File: config.mk
export PLATFORM = sky130hd
export DESIGN_NAME = time_entry_counter
export DESIGN_NICKNAME = d
export VERILOG_FILES = /design/src/rtl/time_entry_counter.sv
export SDC_FILE = /design/constraint.sdc
export NUM_CORES = 1
export LEC_CHECK = 0
export CORE_MARGIN = 3
export CORE_UTILIZATION = 45
export DETAILED_ROUTE_END_ITERATION = 10
export PLACE_DENSITY = 0.77
export SETUP_SLACK_MARGIN = 0.3
export SLEW_MARGIN = 20
export SYNTH_ARGS = -nofsm -noshare
export SYNTH_HDL_FRONTEND = slang
export SYNTH_SLANG_ARGS = --single-unit
File: constraint.sdc
create_clock -name clk -period 4.29 [get_ports clk]
set_input_delay 0.858 -clock clk [delete_from_list [all_inputs] [get_ports clk]]
set_output_delay 0.858 -clock clk [all_outputs]
set_load 0.03 [all_outputs]
File: src/rtl/time_entry_counter.sv
// Clocked HH:MM:SS time-entry counter: staged user entry, commit on run rising edge,
// free-running count advanced by an internal one-second prescaler, BCD digit outputs.
module time_entry_counter #(
  parameter int unsigned TICK_CYCLES = 100000000,
  parameter int unsigned HOUR_MAX    = 24,
  parameter int unsigned VAL_W       = 6
) (
  input  logic             clk,
  input  logic             reset,
  input  logic [2:0]       mode,
  input  logic             wr,
  input  logic [VAL_W-1:0] val,
  input  logic             run,
  output logic [3:0]       hrs_tens,
  output logic [3:0]       hrs_ones,
  output logic [3:0]       min_tens,
  output logic [3:0]       min_ones,
  output logic [3:0]       sec_tens,
  output logic [3:0]       sec_ones,
  output logic             tick,
  output logic             rollover
);

  localparam int unsigned PW       = (TICK_CYCLES > 1) ? $clog2(TICK_CYCLES) : 1;
  localparam logic [PW-1:0] PRE_LAST = PW'(TICK_CYCLES - 1);
  localparam logic [5:0]    LAST_MS  = 6'd59;
  localparam logic [5:0]    LAST_HR  = 6'(HOUR_MAX - 1);

  logic [5:0]    st_sec, st_min, st_hr;
  logic [5:0]    rn_sec, rn_min, rn_hr;
  logic [PW-1:0] pre;
  logic          run_q;
  logic          commit;
  logic [5:0]    val_ms, val_hr;
  logic [5:0]    disp_sec, disp_min, disp_hr;

  // Entry values clamped to the legal range of their field
  always_comb begin
    val_ms = (32'(val) > 32'd59) ? LAST_MS : 6'(val);
    val_hr = (32'(val) >= HOUR_MAX) ? LAST_HR : 6'(val);
  end

  assign commit = run & ~run_q;

  always_ff @(posedge clk) begin
    if (reset) begin
      st_sec   <= '0;
      st_min   <= '0;
      st_hr    <= '0;
      rn_sec   <= '0;
      rn_min   <= '0;
      rn_hr    <= '0;
      pre      <= '0;
      run_q    <= 1'b0;
      tick     <= 1'b0;
      rollover <= 1'b0;
    end else begin
      run_q    <= run;
      tick     <= 1'b0;
      rollover <= 1'b0;

      if (wr) begin
        case (mode)
          3'd1:    st_sec <= val_ms;
          3'd2:    st_min <= val_ms;
          3'd3:    st_hr  <= val_hr;
          default: ;
        endcase
      end

      // Commit loads the pre-write staging value; counting resumes next cycle
      if (commit) begin
        rn_sec <= st_sec;
        rn_min <= st_min;
        rn_hr  <= st_hr;
        pre    <= '0;
      end else if (run) begin
        if (pre == PRE_LAST) begin
          pre  <= '0;
          tick <= 1'b1;
          if (rn_sec == LAST_MS) begin
            rn_sec <= '0;
            if (rn_min == LAST_MS) begin
              rn_min <= '0;
              if (rn_hr == LAST_HR) begin
                rn_hr    <= '0;
                rollover <= 1'b1;
              end else begin
                rn_hr <= rn_hr + 6'd1;
              end
            end else begin
              rn_min <= rn_min + 6'd1;
            end
          end else begin
            rn_sec <= rn_sec + 6'd1;
          end
        end else begin
          pre <= pre + 1'b1;
        end
      end
    end
  end

  // Show staging while held, running time while counting
  always_comb begin
    disp_sec = run_q ? rn_sec : st_sec;
    disp_min = run_q ? rn_min : st_min;
    disp_hr  = run_q ? rn_hr  : st_hr;
    hrs_tens = 4'(disp_hr  / 6'd10);
    hrs_ones = 4'(disp_hr  % 6'd10);
    min_tens = 4'(disp_min / 6'd10);
    min_ones = 4'(disp_min % 6'd10);
    sec_tens = 4'(disp_sec / 6'd10);
    sec_ones = 4'(disp_sec % 6'd10);
  end

endmodule

# After elaboration in Yosys (flattened, before gate mapping)
# Cells that the tools add are included.
[word_totals]
reg_bits = 66
inputBits = 13
out_inout_bits = 26
wordCells = 71
[op_classes]
add_sub_neg = 4
div_mod_pow = 6
n_lt_le_gt_ge = 2
n_eq_ne = 7
mux = 23
bitwise_logic = 6
reduce_logical = 13
[op_table]
columns = ["operator", "count"]
rows = [
  ["two-way mux 6 bit", 20],
  ["adder 27 x 1 -> 27 bit (second input constant)", 1],
  ["equality test 27 bit (second input constant)", 1],
  ["two-way mux 27 bit", 1],
  ["adder 6 x 1 -> 6 bit (second input constant)", 3],
  ["divider 6 x 4 -> 6 bit (second input constant)", 3],
  ["remainder unit 6 x 4 -> 6 bit (second input constant)", 3],
  ["equality test 6 bit (second input constant)", 2],
  ["AND reduction 2 bit", 4],
  ["nonzero test 2 bit", 4],
  ["equality test 3 x 2 -> 1 bit (second input constant)", 2],
  ["equality test 6 x 5 -> 1 bit (second input constant)", 1],
  [">= comparator 6 x 5 -> 1 bit (second input constant)", 1],
  ["greater-than comparator 6 bit (second input constant)", 1],
  ["OR reduction 6 bit", 1],
  ["inverter 1 bit", 5],
  ["AND reduction 4 bit", 1],
  ["equality test 3 x 1 -> 1 bit (second input constant)", 1],
  ["AND reduction 3 bit", 1],
  ["OR reduction 3 bit", 1],
  ["two-way mux 1 bit", 2],
  ["OR reduction 2 bit", 1],
  ["bitwise AND 1 bit", 1],
]

# Longest topological paths before layout
[depth]
word_depth = 7
ltp_mapped = 13
depth_no_buf = 11

# Least setup slack after synthesis
# No wires, ideal clock.
[synth_path]
path_type = "register to output"
from = "register run_q"
to = "output port hrs_ones[2]"
arrival_time_ns = 2.881
required_time_ns = 3.432
path_slack_ns = 0.551
stages_incl_launch_ff = 12
n_path_buf = 1
path_cell_list = "dfxtp_1 -> buf_6 -> mux2i_2 -> inv_1 -> ha_1 -> a31oi_1 -> o21ai_2 -> xnor2_1 -> ha_1 -> inv_1 -> a21oi_1 -> o21ai_1"
[synth_via]
elab_chain_len = 2
[synth_lines]
columns = ["element", "line_no", "rtl"]
rows = [
  ["from (decl)", "32", "logic run_q;"],
  ["from (signal assigned)", "58", "run_q <= run;"],
  ["two-way mux 6 bit", "108", "disp_hr = run_q ? rn_hr : st_hr;"],
  ["remainder unit 6 x 4 -> 6 bit", "110", "hrs_ones = 4'(disp_hr % 6'd10);"],
  ["to (decl)", "15", "output logic [3:0] hrs_ones,"],
]
# No other way between the ends.

# Final worst setup path
# Ends and elaborated chain as after synthesis.

==> results.toml <==
[outcome]
status = "finished, final reports clean"

[global_route]
grt_max_degree = 43
use_met1 = 0.258
grt_usage = 0.185
antenna_found_initial = 0
met3_usage = 0.0426
met2_usage = 0.288
grt_most_used_layer = "met2"
grt_pass1_wl_um = 17200
grt_overflow = 0
grt_pass1_vias = 3707

[timing]
grt_setup_unrepaired = "true"
min_period_over_period = 0.897
max_slew.worst_pin.slew_ns = 0.769
setup_tns_ns = 0
finalMaxSlewViolations = 0
hold_ws_ns = 0.516
min_period_ns = 3.85
setup_viol = 0
hold_viol = 0
slew_headroom = 0.483
fmax_ghz = 0.260
final.setup_skew_ns = 0.0110

[finish]
stdcell_count = 708
finalNetCount = 597
fin_util = 0.547
fillers = 873
multi_input_area_um2 = 2940
drive_gt1_frac = 0.161
n_antenna_cell = 0
regArea_um2 = 1330
area_growth_syn_to_layout_pct = 16.3

[clock_network]
clockBufferDepth = 2
root_buffer = "clkbuf_8"
cts_tree = "built"
cts.htree.levels = 3
clkTransAtPathRegs_ns = 0.07
holdBufCountCts = 0
cts_buffers = 9
clock_sinks = 66
clkLatencyLatePin_ns = 0.35

[synthesis]
ys_seq_area_frac = 0.300
synth_cells = 539
yosys_register_bits = 66
synth_edf_count = 0
synth_cell_type_count = 78
synth-async-reset-ratio = 0
avgSynthCellArea_um2 = 8.17
yosysWarningCount = 0
synth_area_um2 = 4410
synth_top_flop_cell = "dfxtp_1"

[floorplanning]
core_region_area_um2 = 9370
die_area_um2 = 11000
initial_utilization = 0.470
die_w_um = 105
die_h_um = 105
rows = 35
io_pins = 39

[worst_setup_path]
crit_arrival_ns = 2.99
crit_type = "reg -> out"
cp_cell_sequence = "buf_6, mux2i_4, inv_2, ha_1, a31oi_2, o21ai_2, xnor2_2, ha_1, inv_1, a21oi_1, o21ai_1, buf_4"
cp_max_fo = 10
worst_path_most_repeated_cell = "ha_1"
cp_data_required_time_ns = 3.43
start_kind = "flop"
crit_slowest_cell = "dfxtp_4"
max_stage_delay_ns = 0.45
worst_setup_path_end_kind = "output pin"

[job]
maxCapViolCount = 0

[place]
port_buffers = 35
dpl.hpwl_um = 7450
dp.cells = 690
place.gp.congestion = 0.864

[power_and_ir_drop]
p_per_area_nw_per_um2 = 274
p_comb_frac = 0.130
p_leak_nw = 1.86
p_sw_frac = 0.262
pwr-share-clk = 0.416
power_frac_seq = 0.454
vdd.ir_drop.worst_mv = 0.141
p_sw_uw = 369
p_int_mw = 1.04

[route]
wirelength_um = 10400
vias = 4132
wl_per_cell_um = 14.7
ant_nets = 0
drc = 0
viasPerCell = 5.84
drt_pass1_iterations = 5
drtIter0Drc = 294

[hold_path]
hold_class = "reg -> reg"
metrics by stage:
| stage | setup WS (ns) | cell area [um2] | power, mW |
|---|---|---|---|
| finish | 0.442 | 5120 | 1.41 |
| global route | 0.256 | 5120 | 1.46 |
| CTS | 0.273 | 5080 | 1.41 |
| detailed placement | 0.295 | 4830 | 0.828 |
| global placement | 0.467 | 4830 | 0.822 |
| floorplan | 0.551 | 4410 | 0.775 |
final cells by class:
| cell class | count | share of cell area |
|---|---|---|
| clock buffers | 11 | 0.0276 |
| clock inverters | 5 | 0.0151 |
| inverters | 19 | 0.0147 |
| multi-input cells | 433 | 0.573 |
| flip-flops and latches | 66 | 0.259 |
| well taps | 129 | 0.0315 |
| repair buffers | 45 | 0.0789 |
cells in the final DEF, fill, tap and decap left out, drive strengths merged, types with 11 or more instances in the layout:
cell type | netlist | layout
nor3 | 26 | 26
a21oi | 30 | 30
mux2i | 25 | 25
o21ai | 27 | 27
inv | 19 | 18
mux2 | 13 | 13
buf | 14 | 22
xor2 | 15 | 15
a211oi | 15 | 15
nand3 | 22 | 22
dfxtp | 66 | 66
xnor2 | 12 | 12
clkdlybuf4s50 | 0 | 21
nor2 | 86 | 86
nand2 | 36 | 36
clkbuf | 9 | 11
nand4 | 13 | 13
routing by layer:
layer	vias to the layer above	part of all wire
li1	2035	-
met1	1958	0.47
met2	126	0.46
met3	13	0.060
met4	0	0.011
met5	-	0
synth_stat cells, types with 3 or more instances:
master / number / area share
nor4_1: 4 / 0.0057
a32oi_1: 3 / 0.0060
xnor2_1: 12 / 0.024
o21ai_0: 24 / 0.027
nand2b_1: 6 / 0.0085
buf_6: 3 / 0.0077
ha_1: 10 / 0.028
or2_2: 3 / 0.0043
nand2_1: 36 / 0.031
inv_1: 17 / 0.014
nor2_1: 86 / 0.073
buf_4: 3 / 0.0051
and3_1: 7 / 0.0099
or3_1: 10 / 0.014
mux2_2: 11 / 0.028
nand4_1: 12 / 0.017
nor3b_1: 3 / 0.0051
buf_2: 6 / 0.0068
xor2_1: 15 / 0.030
a31oi_1: 4 / 0.0057
a22oi_1: 4 / 0.0068
nand3_1: 20 / 0.023
o211ai_1: 3 / 0.0051
a211oi_1: 14 / 0.024
dfxtp_1: 66 / 0.30
nor3_1: 25 / 0.028
clkbuf_1: 9 / 0.0077
mux2i_1: 20 / 0.045
a21oi_1: 30 / 0.034
nor2b_1: 5 / 0.0071
mux2i_2: 3 / 0.0094
a221oi_1: 4 / 0.0080
a21o_1: 3 / 0.0051
cell families (layout without fill, tap and decap cells):
logic type,Yosys count,after routing,share of synthesized area
adders and majority gates,10,10,0.0284
DFF,66,66,0.300
other,1,3,0.000851
buffers and inverters,42,80,0.0452
xor gates and xnor gates,27,27,0.0537
AOI/OAI and AO/OA,115,115,0.183
and+or+nand+nor,240,240,0.289
muxes,38,38,0.100
path summary, 6_finish.rpt:
check / startpoint / cells past startpoint / end / slack [ns]
max reg2reg: rn_min[0]$_SDFFE_PP0P_ / 7 / rn_hr[0]$_SDFFE_PP0P_ / 1.72
min reg2reg: pre[18]$_SDFFE_PP0P_ / 2 / pre[18]$_SDFFE_PP0P_ / 0.52
max: run_q$_SDFF_PP0_ / 12 / hrs_ones[2] / 0.44
min: pre[18]$_SDFFE_PP0P_ / 2 / pre[18]$_SDFFE_PP0P_ / 0.52
power groups by stage:
stage	sequential, mW	combinational (mW)	clock, mW
CTS	0.638	0.179	0.593
finish	0.638	0.183	0.585
floorplan	0.646	0.129	0
detailed placement	0.651	0.176	0
global route	0.639	0.200	0.623
global placement	0.651	0.172	0
worst max-delay path: cells and delay by family, from the launching register on:
family,cells,cell delay (ns)
flops,1,0.45
compound gates,4,0.50
xor+xnor,1,0.16
fa+ha+maj,2,0.65
buf+inv,4,0.57
mux,1,0.31
registers in the layout (all words and copies together), names as in the netlist:
| register | cells |
|---|---|
| pre | 27 |
| rollover | 1 |
| tick | 1 |
| run_q | 1 |
| rn_hr | 6 |
| st_sec | 6 |
| rn_sec | 6 |
| st_min | 6 |
| st_hr | 6 |
| rn_min | 6 |
timing repair:
| action | in CTS | in global routing |
|---|---|---|
| setup endpoints to repair | 8 | 11 |
| resized for setup | 4 | 12 |
| pin swaps | 2 | 1 |
| setup buffers | 2 | 0 |
Note: power is estimated with default switching activity, not from simulation.
